`config.mk`:
```
export PLATFORM = sky130hd
export DESIGN_NAME = pipeline_ctrl
export DESIGN_NICKNAME = d
export VERILOG_FILES = /design/src/rtl/pipe_ctrl_pkg.sv /design/src/rtl/pipe_fwd_unit.sv /design/src/rtl/pipeline_ctrl.sv
export SDC_FILE = /design/constraint.sdc
export NUM_CORES = 1
export LEC_CHECK = 0
export CORE_MARGIN = 5
export CORE_UTILIZATION = 46
export CTS_CLUSTER_SIZE = 8
export DETAILED_ROUTE_END_ITERATION = 6
export PLACE_DENSITY = 0.83
export SYNTH_ARGS = -nofsm -noshare
export SYNTH_HDL_FRONTEND = slang
export SYNTH_SLANG_ARGS = --single-unit
```
`constraint.sdc`:
```
create_clock -name clk -period 6.5 [get_ports clk]
set_input_delay 0.975 -clock clk [delete_from_list [all_inputs] [get_ports clk]]
set_output_delay 0.975 -clock clk [all_outputs]
set_load 0.02 [all_outputs]
```
`src/rtl/pipe_ctrl_pkg.sv`:
```
// Shared types and constants for the pipeline hazard controller.
package pipe_ctrl_pkg;

  typedef enum logic [1:0] {
    RUN        = 2'd0,
    LOAD_STALL = 2'd1,
    MEM_WAIT   = 2'd2,
    HALT       = 2'd3
  } state_e;

  localparam logic [1:0] FWD_RF = 2'b00;
  localparam logic [1:0] FWD_EX = 2'b01;
  localparam logic [1:0] FWD_WB = 2'b10;

endpackage

```
`src/rtl/pipe_fwd_unit.sv`:
```
// Operand bypass select for one source register; EX match beats WB match.
module pipe_fwd_unit
  import pipe_ctrl_pkg::*;
#(
  parameter int REG_AW = 5
) (
  input  logic [REG_AW-1:0] i_rs,
  input  logic [REG_AW-1:0] i_ex_rd,
  input  logic              i_ex_reg_write,
  input  logic              i_ex_is_load,
  input  logic [REG_AW-1:0] i_wb_rd,
  input  logic              i_wb_reg_write,
  output logic [1:0]        o_fwd
);

  logic w_ex_hit;
  logic w_wb_hit;

  // A load in EX has no data yet; the load-use stall covers that case.
  assign w_ex_hit = i_ex_reg_write && (i_ex_rd != '0) && (i_ex_rd == i_rs) && !i_ex_is_load;
  assign w_wb_hit = i_wb_reg_write && (i_wb_rd != '0) && (i_wb_rd == i_rs);

  always_comb begin
    o_fwd = FWD_RF;
    if (w_ex_hit)      o_fwd = FWD_EX;
    else if (w_wb_hit) o_fwd = FWD_WB;
  end

endmodule

```
`src/rtl/pipeline_ctrl.sv`:
```
// Five-stage pipeline control: stall/flush/freeze/halt sequencing plus operand forwarding.
module pipeline_ctrl
  import pipe_ctrl_pkg::*;
#(
  parameter int REG_AW = 5,
  parameter int CNT_W  = 32
) (
  input  logic              clk,
  input  logic              rst,
  input  logic [REG_AW-1:0] id_rs1,
  input  logic [REG_AW-1:0] id_rs2,
  input  logic              id_uses_rs1,
  input  logic              id_uses_rs2,
  input  logic [REG_AW-1:0] ex_rd,
  input  logic              ex_reg_write,
  input  logic              ex_is_load,
  input  logic [REG_AW-1:0] wb_rd,
  input  logic              wb_reg_write,
  input  logic              ex_redirect,
  input  logic              dmem_req,
  input  logic              dmem_ack,
  input  logic              tohost_we,
  input  logic [31:0]       tohost_data,
  output logic              pc_en,
  output logic              id_en,
  output logic              ex_en,
  output logic              wb_en,
  output logic              id_flush,
  output logic              ex_flush,
  output logic              pc_sel,
  output logic [1:0]        fwd_a,
  output logic [1:0]        fwd_b,
  output logic              halted,
  output logic [CNT_W-1:0]  stall_count
);

  state_e             r_state;
  state_e             w_next;
  logic [CNT_W-1:0]   r_stall_cnt;
  logic               w_load_use;
  logic               w_freeze;
  logic               w_halt_evt;

  assign w_load_use = ex_is_load && ex_reg_write && (ex_rd != '0) &&
                      (((ex_rd == id_rs1) && id_uses_rs1) ||
                       ((ex_rd == id_rs2) && id_uses_rs2));
  assign w_freeze   = dmem_req && !dmem_ack;
  assign w_halt_evt = tohost_we && (tohost_data != '0);

  always_ff @(posedge clk) begin
    if (rst) r_state <= RUN;
    else     r_state <= w_next;
  end

  always_comb begin
    w_next   = r_state;
    pc_en    = 1'b1;
    id_en    = 1'b1;
    ex_en    = 1'b1;
    wb_en    = 1'b1;
    id_flush = 1'b0;
    ex_flush = 1'b0;
    pc_sel   = 1'b0;
    case (r_state)
      RUN: begin
        if (w_freeze) begin
          {pc_en, id_en, ex_en, wb_en} = 4'b0000;
          w_next = MEM_WAIT;
        end else if (ex_redirect) begin
          pc_sel   = 1'b1;
          id_flush = 1'b1;
          ex_flush = 1'b1;
        end else if (w_load_use) begin
          pc_en    = 1'b0;
          id_en    = 1'b0;
          ex_flush = 1'b1;
          w_next   = LOAD_STALL;
        end
      end
      LOAD_STALL: begin
        // The load has already been separated by one bubble; never stall on it again.
        if (w_freeze) begin
          {pc_en, id_en, ex_en, wb_en} = 4'b0000;
          w_next = MEM_WAIT;
        end else begin
          if (ex_redirect) begin
            pc_sel   = 1'b1;
            id_flush = 1'b1;
            ex_flush = 1'b1;
          end
          w_next = RUN;
        end
      end
      MEM_WAIT: begin
        if (!dmem_ack) begin
          {pc_en, id_en, ex_en, wb_en} = 4'b0000;
        end else begin
          if (ex_redirect) begin
            pc_sel   = 1'b1;
            id_flush = 1'b1;
            ex_flush = 1'b1;
          end
          w_next = RUN;
        end
      end
      HALT: begin
        {pc_en, id_en, ex_en, wb_en} = 4'b0000;
      end
      default: w_next = RUN;
    endcase
    // Halt wins over every other next-state decision.
    if (r_state != HALT && w_halt_evt) w_next = HALT;
  end

  always_ff @(posedge clk) begin
    if (rst)
      r_stall_cnt <= '0;
    else if (!pc_en && r_state != HALT && r_stall_cnt != '1)
      r_stall_cnt <= r_stall_cnt + 1'b1;
  end

  assign halted      = (r_state == HALT);
  assign stall_count = r_stall_cnt;

  pipe_fwd_unit #(.REG_AW(REG_AW)) u_fwd_a (
    .i_rs           (id_rs1),
    .i_ex_rd        (ex_rd),
    .i_ex_reg_write (ex_reg_write),
    .i_ex_is_load   (ex_is_load),
    .i_wb_rd        (wb_rd),
    .i_wb_reg_write (wb_reg_write),
    .o_fwd          (fwd_a)
  );

  pipe_fwd_unit #(.REG_AW(REG_AW)) u_fwd_b (
    .i_rs           (id_rs2),
    .i_ex_rd        (ex_rd),
    .i_ex_reg_write (ex_reg_write),
    .i_ex_is_load   (ex_is_load),
    .i_wb_rd        (wb_rd),
    .i_wb_reg_write (wb_reg_write),
    .o_fwd          (fwd_b)
  );

endmodule

```
Word-level counts from Yosys, hierarchy flattened
Cells that the tools add are included.
{"block": "op_classes", "eq_ne": 12, "n_mux": 26, "addsub": 1, "reduce_logical": 29}
{"op": "adder 32 x 1 -> 32 bit (second input constant)", "count": 1}
{"op": "inequality test 32 bit (second input constant)", "count": 1}
{"op": "nonzero test 32 bit", "count": 1}
{"op": "equality test 5 bit", "count": 4}
{"op": "2-to-1 mux 2 bit", "count": 10}
{"op": "logical AND 1 bit", "count": 18}
{"op": "2-to-1 mux 1 bit", "count": 11}
{"op": "nonzero test 5 bit", "count": 2}
{"op": "inequality test 4 bit (second input constant)", "count": 2}
{"op": "one-hot mux 1 bit (3 select lines)", "count": 2}
{"op": "one-hot mux 2 bit (3 select lines)", "count": 1}
{"op": "equality test 2 bit (second input constant)", "count": 2}
{"op": "one-hot mux 1 bit (4 select lines)", "count": 1}
{"op": "AND reduction 4 bit", "count": 1}
{"op": "nonzero test 4 bit", "count": 1}
{"op": "logical NOT 1 bit", "count": 3}
{"op": "inequality test 3 bit (second input constant)", "count": 1}
{"op": "equality test 2 x 1 -> 1 bit (second input constant)", "count": 1}
{"op": "logical NOT 2 bit", "count": 1}
{"op": "inequality test 2 bit (second input constant)", "count": 1}
{"op": "one-hot mux 1 bit (2 select lines)", "count": 1}
{"op": "OR reduction 2 bit", "count": 1}
{"op": "logical OR 1 bit", "count": 1}
{"block": "word_totals", "reg_bits": 34, "out_inout_bits": 44}

Logic depth before layout (Yosys ltp)
Gate-level depths: netlist of the first run.
{"block": "logic_depth", "depth_word": 11, "depth_mapped": 10}

Cells and area by module
Synthesis of the first run repeated with hierarchy kept, for this count alone.
{"block": "hier_totals", "hier_cells": 322, "hier_area_um2": 2537.4}
{"module": "pipeline_ctrl", "cells_per_inst": 278, "seq_area_each_um2": 680.7, "n_inst": 1, "area_per_inst_um2": 2199.6}
{"module": "pipe_fwd_unit", "cells_per_inst": 22, "seq_area_each_um2": 0.0, "n_inst": 2, "area_per_inst_um2": 168.9}

Least setup slack after synthesis of the first run
No wires, ideal clock.
{"block": "synth_timing", "kind": "input to output", "start": "in ex_rd[1]", "end": "out fwd_a[1]", "slack_ps": 3041, "path_buffers": 0, "required_time_ps": 5525, "stages": 4, "t_arrival_ps": 2484, "cell_sequence": "or4_4 > o21ai_4 > nor4_1 > nor4_1"}
{"block": "synth_via", "elab_chain_len": 5, "word_cells_on_any_way": 6, "classes_between": "eq/ne: 1; mux: 1; reduce/logical: 4"}
{"element": "from (decl)", "line": "pipeline_ctrl.sv:14", "text": "input logic [REG_AW-1:0] ex_rd,"}
{"element": "nonzero test 5 bit", "line": "pipe_fwd_unit.sv:20", "text": "assign w_ex_hit = i_ex_reg_write && (i_ex_rd != '0) && (i_ex_rd == i_rs) && !i_ex_is_load;"}
{"element": "logical AND 1 bit", "line": "pipe_fwd_unit.sv:20"}
{"element": "logical AND 1 bit (*) (2 in a row)", "line": "pipe_fwd_unit.sv:20"}
{"element": "via u_fwd_a.w_ex_hit", "line": "pipe_fwd_unit.sv:16", "text": "logic w_ex_hit;"}
{"element": "2-to-1 mux 2 bit (*)", "line": "pipe_fwd_unit.sv:25", "text": "if (w_ex_hit) o_fwd = FWD_EX;"}
{"element": "to (decl)", "line": "pipeline_ctrl.sv:31", "text": "output logic [1:0] fwd_a,"}
Mark *: on every way through the listed nets, which the timed path passes. The rest lies on a longest branch.

Worst setup path in the final report of the first run
{"block": "layout_timing", "start": "in ex_rd[1]", "end": "out pc_en"}
{"block": "layout_via", "elab_chain_len": 8, "word_cells_on_any_way": 12, "classes_between": "eq/ne: 2; mux: 4; reduce/logical: 6"}
{"element": "equality test 5 bit (on tied branches)", "line": "pipeline_ctrl.sv:45, pipeline_ctrl.sv:46"}
{"element": "logical AND 1 bit (on tied branches)", "line": "pipeline_ctrl.sv:45, pipeline_ctrl.sv:46"}
{"element": "logical OR 1 bit", "line": "pipeline_ctrl.sv:45", "text": "(((ex_rd == id_rs1) && id_uses_rs1) ||"}
{"element": "logical AND 1 bit (*)", "line": "pipeline_ctrl.sv:44", "text": "assign w_load_use = ex_is_load && ex_reg_write && (ex_rd != '0) &&"}
{"element": "2-to-1 mux 1 bit (*)", "line": "pipeline_ctrl.sv:73", "text": "end else if (w_load_use) begin"}
{"element": "2-to-1 mux 1 bit (*)", "line": "pipeline_ctrl.sv:69", "text": "end else if (ex_redirect) begin"}
{"element": "2-to-1 mux 1 bit (*)", "line": "pipeline_ctrl.sv:66", "text": "if (w_freeze) begin"}
{"element": "one-hot mux 1 bit (4 select lines) (*)", "line": "pipeline_ctrl.sv:64", "text": "case (r_state)"}
{"element": "to (decl)", "line": "pipeline_ctrl.sv:24", "text": "output logic pc_en,"}
Mark *: on every way between the ends. The rest lies on a longest branch, timed or not.

==> impl_metrics.yaml, run 1 <==
hold_path:
  hp-start: "stall_count[23]"
  whs_path_depth: 2
  hold_class: "register to register"
  min_to: "stall_count[23]"
timing:
  finalCriticalPeriod_ps: 4300
  grt_setup_unrepaired: "false"
  finalCritPeriodShare: 0.6616
  setup_slack_ps: 2200
  setup_violations: 0
  fmax_mhz: 232.5
  relSlewSlack: 0.5189
  hold_viol: 0
  finalClockSkew_ps: 8.840
  worst_pin_slew_ps: 718.2
  setup_tns_ps: 0
  slew_viol_final: 0
logic_synthesis:
  yosysMostFrequentCell: "dfxtp_1"
  synth_edf_count: 0
  synth_xor_area_frac: 0.07481
  synth_area_per_cell_um2: 8.478
  synth-main-ff-cell: "dfxtp_1"
  ys_seq_area_frac: 0.2768
  yosys_warnings: 0
  synth_nets: 359
  synth_commonest_cells: "34 x dfxtp_1, 25 x a21oi_1, 16 x nand2_1"
  muxShareOfSynthArea: 0.03003
  synth_top_family_by_area: "simple AND/OR/NAND/NOR gates"
  synth_area_mm2: 0.002459
  ys_ff_latch: 34
  netlist.area_leader.share: 0.2768
  syn-instance-count: 290
  synth_area_leader_cell: "dfxtp_1"
  synth_compound_area_frac: 0.1822
  synth-simple-area-share: 0.3384
  synth_top_cells_by_area: "dfxtp_1 28%, a21oi_1 5.1%, or4_1 4.6%"
  async_reset_ff_frac: 0
  synth_fa_ha_area_frac: 0.03053
  synth_cell_types: 56
power:
  irDropWorstVdd_mv: 0.2587
  cellLeakagePower_nw: 1.177
  netSwitchingFraction: 0.3739
  p_clk_frac: 0.226
  p_comb_frac: 0.435
  p_seq_frac: 0.339
  p_int_mw: 0.4321
  switchingPower_mw: 0.2581
  pwr_density_cell_mw_per_mm2: 193.1
setup_path:
  critPathMaxFanout: 18
  critPathMaxStageDelay_ps: 650
  rrSetupSlack_ps: 4010
  r2r-end: "stall_count[15]"
  rr_worst_depth: 9
  crit_type: "primary input to primary output"
  crit-reg2reg-launch: "r_state[0]"
  crit_required_ps: 5520
  setup.worst_path.end_class: "primary output"
  crit_chain: "clkdlybuf4s50_1, or4_4, o21ai_4, nor3_2, o21a_4, nor2_8, clkdlybuf4s50_1"
  path_common_cell: "clkdlybuf4s50_1"
  cp.arrival_ps: 3330
  worst_setup_path_start_kind: "primary input"
  slowest_stage: "clkdlybuf4s50_1"
clocking:
  ctsResizeCount: 0
  cts_sinks: 34
  cts_buffers: 5
  worstSkewPairLatency_ps: 290
  h-tree-depth: 2
  clk_pin_slew_ps: 70
  clock-root-buffer: "clkbuf_8"
  ctsHoldBuffers: 0
  tritoncts: "built"
  cts_setup_buffers: 0
  clk_path_buf_depth: 2
floorplanning:
  start_util: 0.4783
  rows: 26
  num_io_pins: 107
  core_mm2: 0.005140
  die_area_mm2: 0.006907
  die_height_um: 83.11
  die_w_um: 83.11
detailed_routing:
  ant_nets: 0
  drt_iter0_markers: 166
  drc: 0
  routedWlPerCell_um: 15.61
  wl_mm: 7.133
  first_pass_iters: 4
  vias: 2575
  via_per_inst: 5.635
global_route:
  grt_max_degree: 40
  grtUsageTotal: 0.2075
  antenna_found_initial: 0
  grt_pass1_vias: 2630
  grt_first_pass_wirelength_mm: 12.25
  grt_overflow: 0
run_status:
  status: "finished clean"
placed_design:
  dp_hpwl_mm: 5.584
  place_inst: 451
  io_buffers: 106
  gp_congestion: 0.8975
  place_ws_ps: 2200
final_layout:
  area_growth_pct: 45.34
  antenna_cells: 0
  drive_above_1_share: 0.08527
  fin_cells: 457
  nNetsFinal: 457
run:
  cap_viol_max_count: 0
==> cells in the final DEF (no fill, tap or decap), types with 10 or more instances in the layout <==
cell	Yosys	final
nand3_1	15	15
clkdlybuf4s50_1	0	106
a21oi_1	25	25
o21ai_1	11	11
or4_1	15	15
dfxtp_1	34	34
xnor2_1	11	11
nor2_1	13	13
xor2_1	10	10
inv_1	11	11
nand2_1	16	16
o31ai_1	12	12
nor4_1	15	15
==> power groups by stage <==
| stage | Clock, mW | Combinational [mW] | Sequential [mW] |
|---|---|---|---|
| 2_1_floorplan | 0 | 0.216 | 0.244 |
| 3_3_place_gp | 0 | 0.296 | 0.238 |
| 3_5_place_dp | 0 | 0.298 | 0.238 |
| 4_1_cts | 0.157 | 0.300 | 0.234 |
| 5_1_grt | 0.165 | 0.325 | 0.236 |
| 6_report | 0.156 | 0.300 | 0.234 |
==> registers in the layout, indices dropped and copies added (netlist names) <==
| signal | cells |
|---|---|
| r_state | 2 |
| stall_count | 32 |
==> worst max-delay path: cells and delay by family <==
kind	cells	cell delay [ps]
AO/OA/AOI/OAI	2	360
AND/OR/NAND/NOR	3	870
buffers and inverters	2	1130
==> worst max-delay path by stage <==
stage          cells after the start  endpoint     start
3_3_place_gp                       7     id_en  ex_rd[1]
6_report                           7     pc_en  ex_rd[1]
5_1_grt                            6  fwd_b[1]  ex_rd[1]
2_1_floorplan                      4  fwd_a[1]  ex_rd[1]
3_5_place_dp                       7     pc_en  ex_rd[1]
4_1_cts                            6  fwd_b[1]  ex_rd[1]
==> stage by stage <==
step                      hold slack [ps]    util  power [mW]  instance area [um^2]
after floorplan                     531.1       -      0.4599                  2459
after global placement              471.7  0.6792      0.5340                  3491
after detailed placement            484.9  0.6792      0.5364                  3491
after CTS                           494.8  0.6952      0.6912                  3573
after global routing                526.3  0.6952      0.7262                  3573
final                               496.3  0.6952      0.6901                  3573
==> cell type report <==
cell class                      instances  area, um^2
Multi-Input combinational cell        229        1613
Fill cell                             448        1567
Timing Repair Buffer                  107        1069
Sequential cell                        34       680.7
Tap cell                               70       87.58
Clock buffer                            6       82.58
Inverter                               11       41.29
==> per-layer routing <==
| metal | part of all wire | vias up | routed length (um) | global-route usage |
|---|---|---|---|---|
| li1 | - | 1289 | - | - |
| met1 | 0.41 | 1220 | 2930 | 0.2486 |
| met2 | 0.53 | 54 | 3777 | 0.3659 |
| met3 | 0.039 | 12 | 276 | 0.03861 |
| met4 | 0.021 | 0 | 148 | 0.07727 |
| met5 | 0 | - | 0 | 0 |
==> kinds of logic after synthesis <==
group                      count (synthesis)
and+or+nand+nor                          130
AOI/OAI and AO/OA                         66
DFF                                       34
buffers and inverters                     27
xor gates and xnor gates                  21
muxes                                      6
adders and majority gates                  6
Note: power is estimated with default switching activity, not from simulation.
==> inputs of run 2 (changes only) <==
--- a/config.mk
+++ b/config.mk
@@ -6,10 +6,10 @@
 export NUM_CORES = 1
 export LEC_CHECK = 0
 export CORE_MARGIN = 5
-export CORE_UTILIZATION = 46
+export CORE_UTILIZATION = 39
 export CTS_CLUSTER_SIZE = 8
 export DETAILED_ROUTE_END_ITERATION = 6
-export PLACE_DENSITY = 0.83
+export PLACE_DENSITY = 0.75
 export SYNTH_ARGS = -nofsm -noshare
 export SYNTH_HDL_FRONTEND = slang
 export SYNTH_SLANG_ARGS = --single-unit
==> constraint.sdc (replaced) <==
create_clock -name clk -period 3.75 [get_ports clk]
set_input_delay 0.5625 -clock clk [delete_from_list [all_inputs] [get_ports clk]]
set_output_delay 0.5625 -clock clk [all_outputs]
set_load 0.02 [all_outputs]
==> impl_metrics.yaml, run 2 (synthesis results as in run 1) <==
global_route:
  antenna_found_initial: 0
  grt_pass1_vias: 2355
  grt_max_degree: 33
  grt_overflow: 0
  grtUsageTotal: 0.1795
  grt_first_pass_wirelength_mm: 11.37
detailed_routing:
  drc: 0
  wl_mm: 7.131
  drt_iter0_markers: 109
  highest_layer: "met4"
  vias: 2574
  ant_nets: 0
  routedWlPerCell_um: 15.30
  route.met3.wl_um: 308
  first_pass_iters: 4
  via_per_inst: 5.524
  met1_length_mm: 3.022
  met2_length_mm: 3.693
floorplanning:
  num_io_pins: 107
  core_mm2: 0.006241
  die_area_mm2: 0.007992
  rows: 29
  start_util: 0.3939
  die_height_um: 89.40
  die_w_um: 89.40
clocking:
  cts_sinks: 34
  clk_pin_slew_ps: 70
  cts_setup_buffers: 0
  clock-root-buffer: "clkbuf_8"
  cts_buffers: 5
  worstSkewPairLatency_ps: 290
  tritoncts: "built"
  h-tree-depth: 2
  clk_path_buf_depth: 2
  ctsHoldBuffers: 0
  ctsResizeCount: 0
timing:
  setup_violations: 0
  relSlewSlack: 0.4982
  hold_viol: 0
  grt_setup_unrepaired: "false"
  slew_viol_final: 0
  finalCriticalPeriod_ps: 3446
  worst_pin_slew_ps: 749.0
  finalCritPeriodShare: 0.9189
  setup_tns_ps: 0
  finalClockSkew_ps: 6.212
  fmax_mhz: 290.2
  holdWs_ps: 493.1
run:
  cap_viol_max_count: 0
power:
  p_int_mw: 0.7554
  p_clk_frac: 0.233
  finalPower_mw: 1.214
  cellLeakagePower_nw: 1.183
  switchingPower_mw: 0.4585
  irDropWorstVdd_mv: 0.3101
  p_comb_frac: 0.432
  p_seq_frac: 0.335
  pwr_density_cell_mw_per_mm2: 338.0
  netSwitchingFraction: 0.3777
setup_path:
  setup.worst_path.end_class: "primary output"
  cp.arrival_ps: 2880
  critPathMaxFanout: 18
  crit_required_ps: 3190
  crit_type: "primary input to primary output"
  worst_setup_path_start_kind: "primary input"
placed_design:
  place_inst: 458
  dp_hpwl_mm: 5.669
  io_buffers: 106
  placed_cell_area_mm2: 0.003500
  gp_congestion: 0.9097
final_layout:
  antenna_cells: 0
  fin_cells: 466
  fin_area_mm2: 0.003591
  drive_above_1_share: 0.08740
  mostFrequentLayoutCell: "clkdlybuf4s50_1"
  area_growth_pct: 46.06
  final_cell_mix: "106 x clkdlybuf4s50_1, 34 x dfxtp_1, 25 x a21oi_1, 16 x nand2_1"
  largest_reg_flops: 32
  nNetsFinal: 457
run_status:
  status: "finished clean"
hold_path:
  hold_class: "register to register"
-- run 2: final timing paths --
| check | endpoint | depth (start not counted) | slack, ps | from |
|---|---|---|---|---|
| max | id_en | 7 | 300 | ex_rd[1] |
| min | stall_count[27] | 2 | 490 | stall_count[27] |
| max reg2reg | stall_count[15] | 9 | 1280 | r_state[0] |
| min reg2reg | stall_count[27] | 2 | 490 | stall_count[27] |
-- run 2: metal layers --
metal,GRT usage,up-vias
li1,-,1290
met1,0.2237,1224
met2,0.3054,49
met3,0.03963,11
met4,0.05954,0
met5,0,-
-- run 2: area by class of cell --
type | instances | area [um^2]
Tap cell | 77 | 96.34
Sequential cell | 34 | 680.7
Inverter | 11 | 41.29
Timing Repair Buffer | 107 | 1069
Clock buffer | 7 | 86.33
Multi-Input combinational cell | 229 | 1613
Clock inverter | 1 | 5.005
Fill cell | 596 | 2650
-- run 2: power groups by stage --
| stage | logic [mW] | registers [mW] | clock network, mW |
|---|---|---|---|
| floorplan | 0.375 | 0.422 | 0 |
| CTS | 0.527 | 0.407 | 0.288 |
| global route | 0.568 | 0.414 | 0.301 |
| detailed placement | 0.523 | 0.415 | 0 |
| global placement | 0.517 | 0.413 | 0 |
| finish | 0.524 | 0.407 | 0.283 |
-- run 2: stage by stage --
step	util	worst slack, ps
6_report	0.5754	304.2
5_1_grt	0.5754	211.6
4_1_cts	0.5754	303.3
3_5_place_dp	0.5607	306.1
3_3_place_gp	0.5607	332.6
2_1_floorplan	-	1116
-- run 2: critical path, cell delays in order --
cell and delay, ps:
clkdlybuf4s50_1 470, or4_4 570, o21ai_4 190, nor3_2 70, o21a_4 160, nor2_8 200, clkdlybuf4s50_1 650
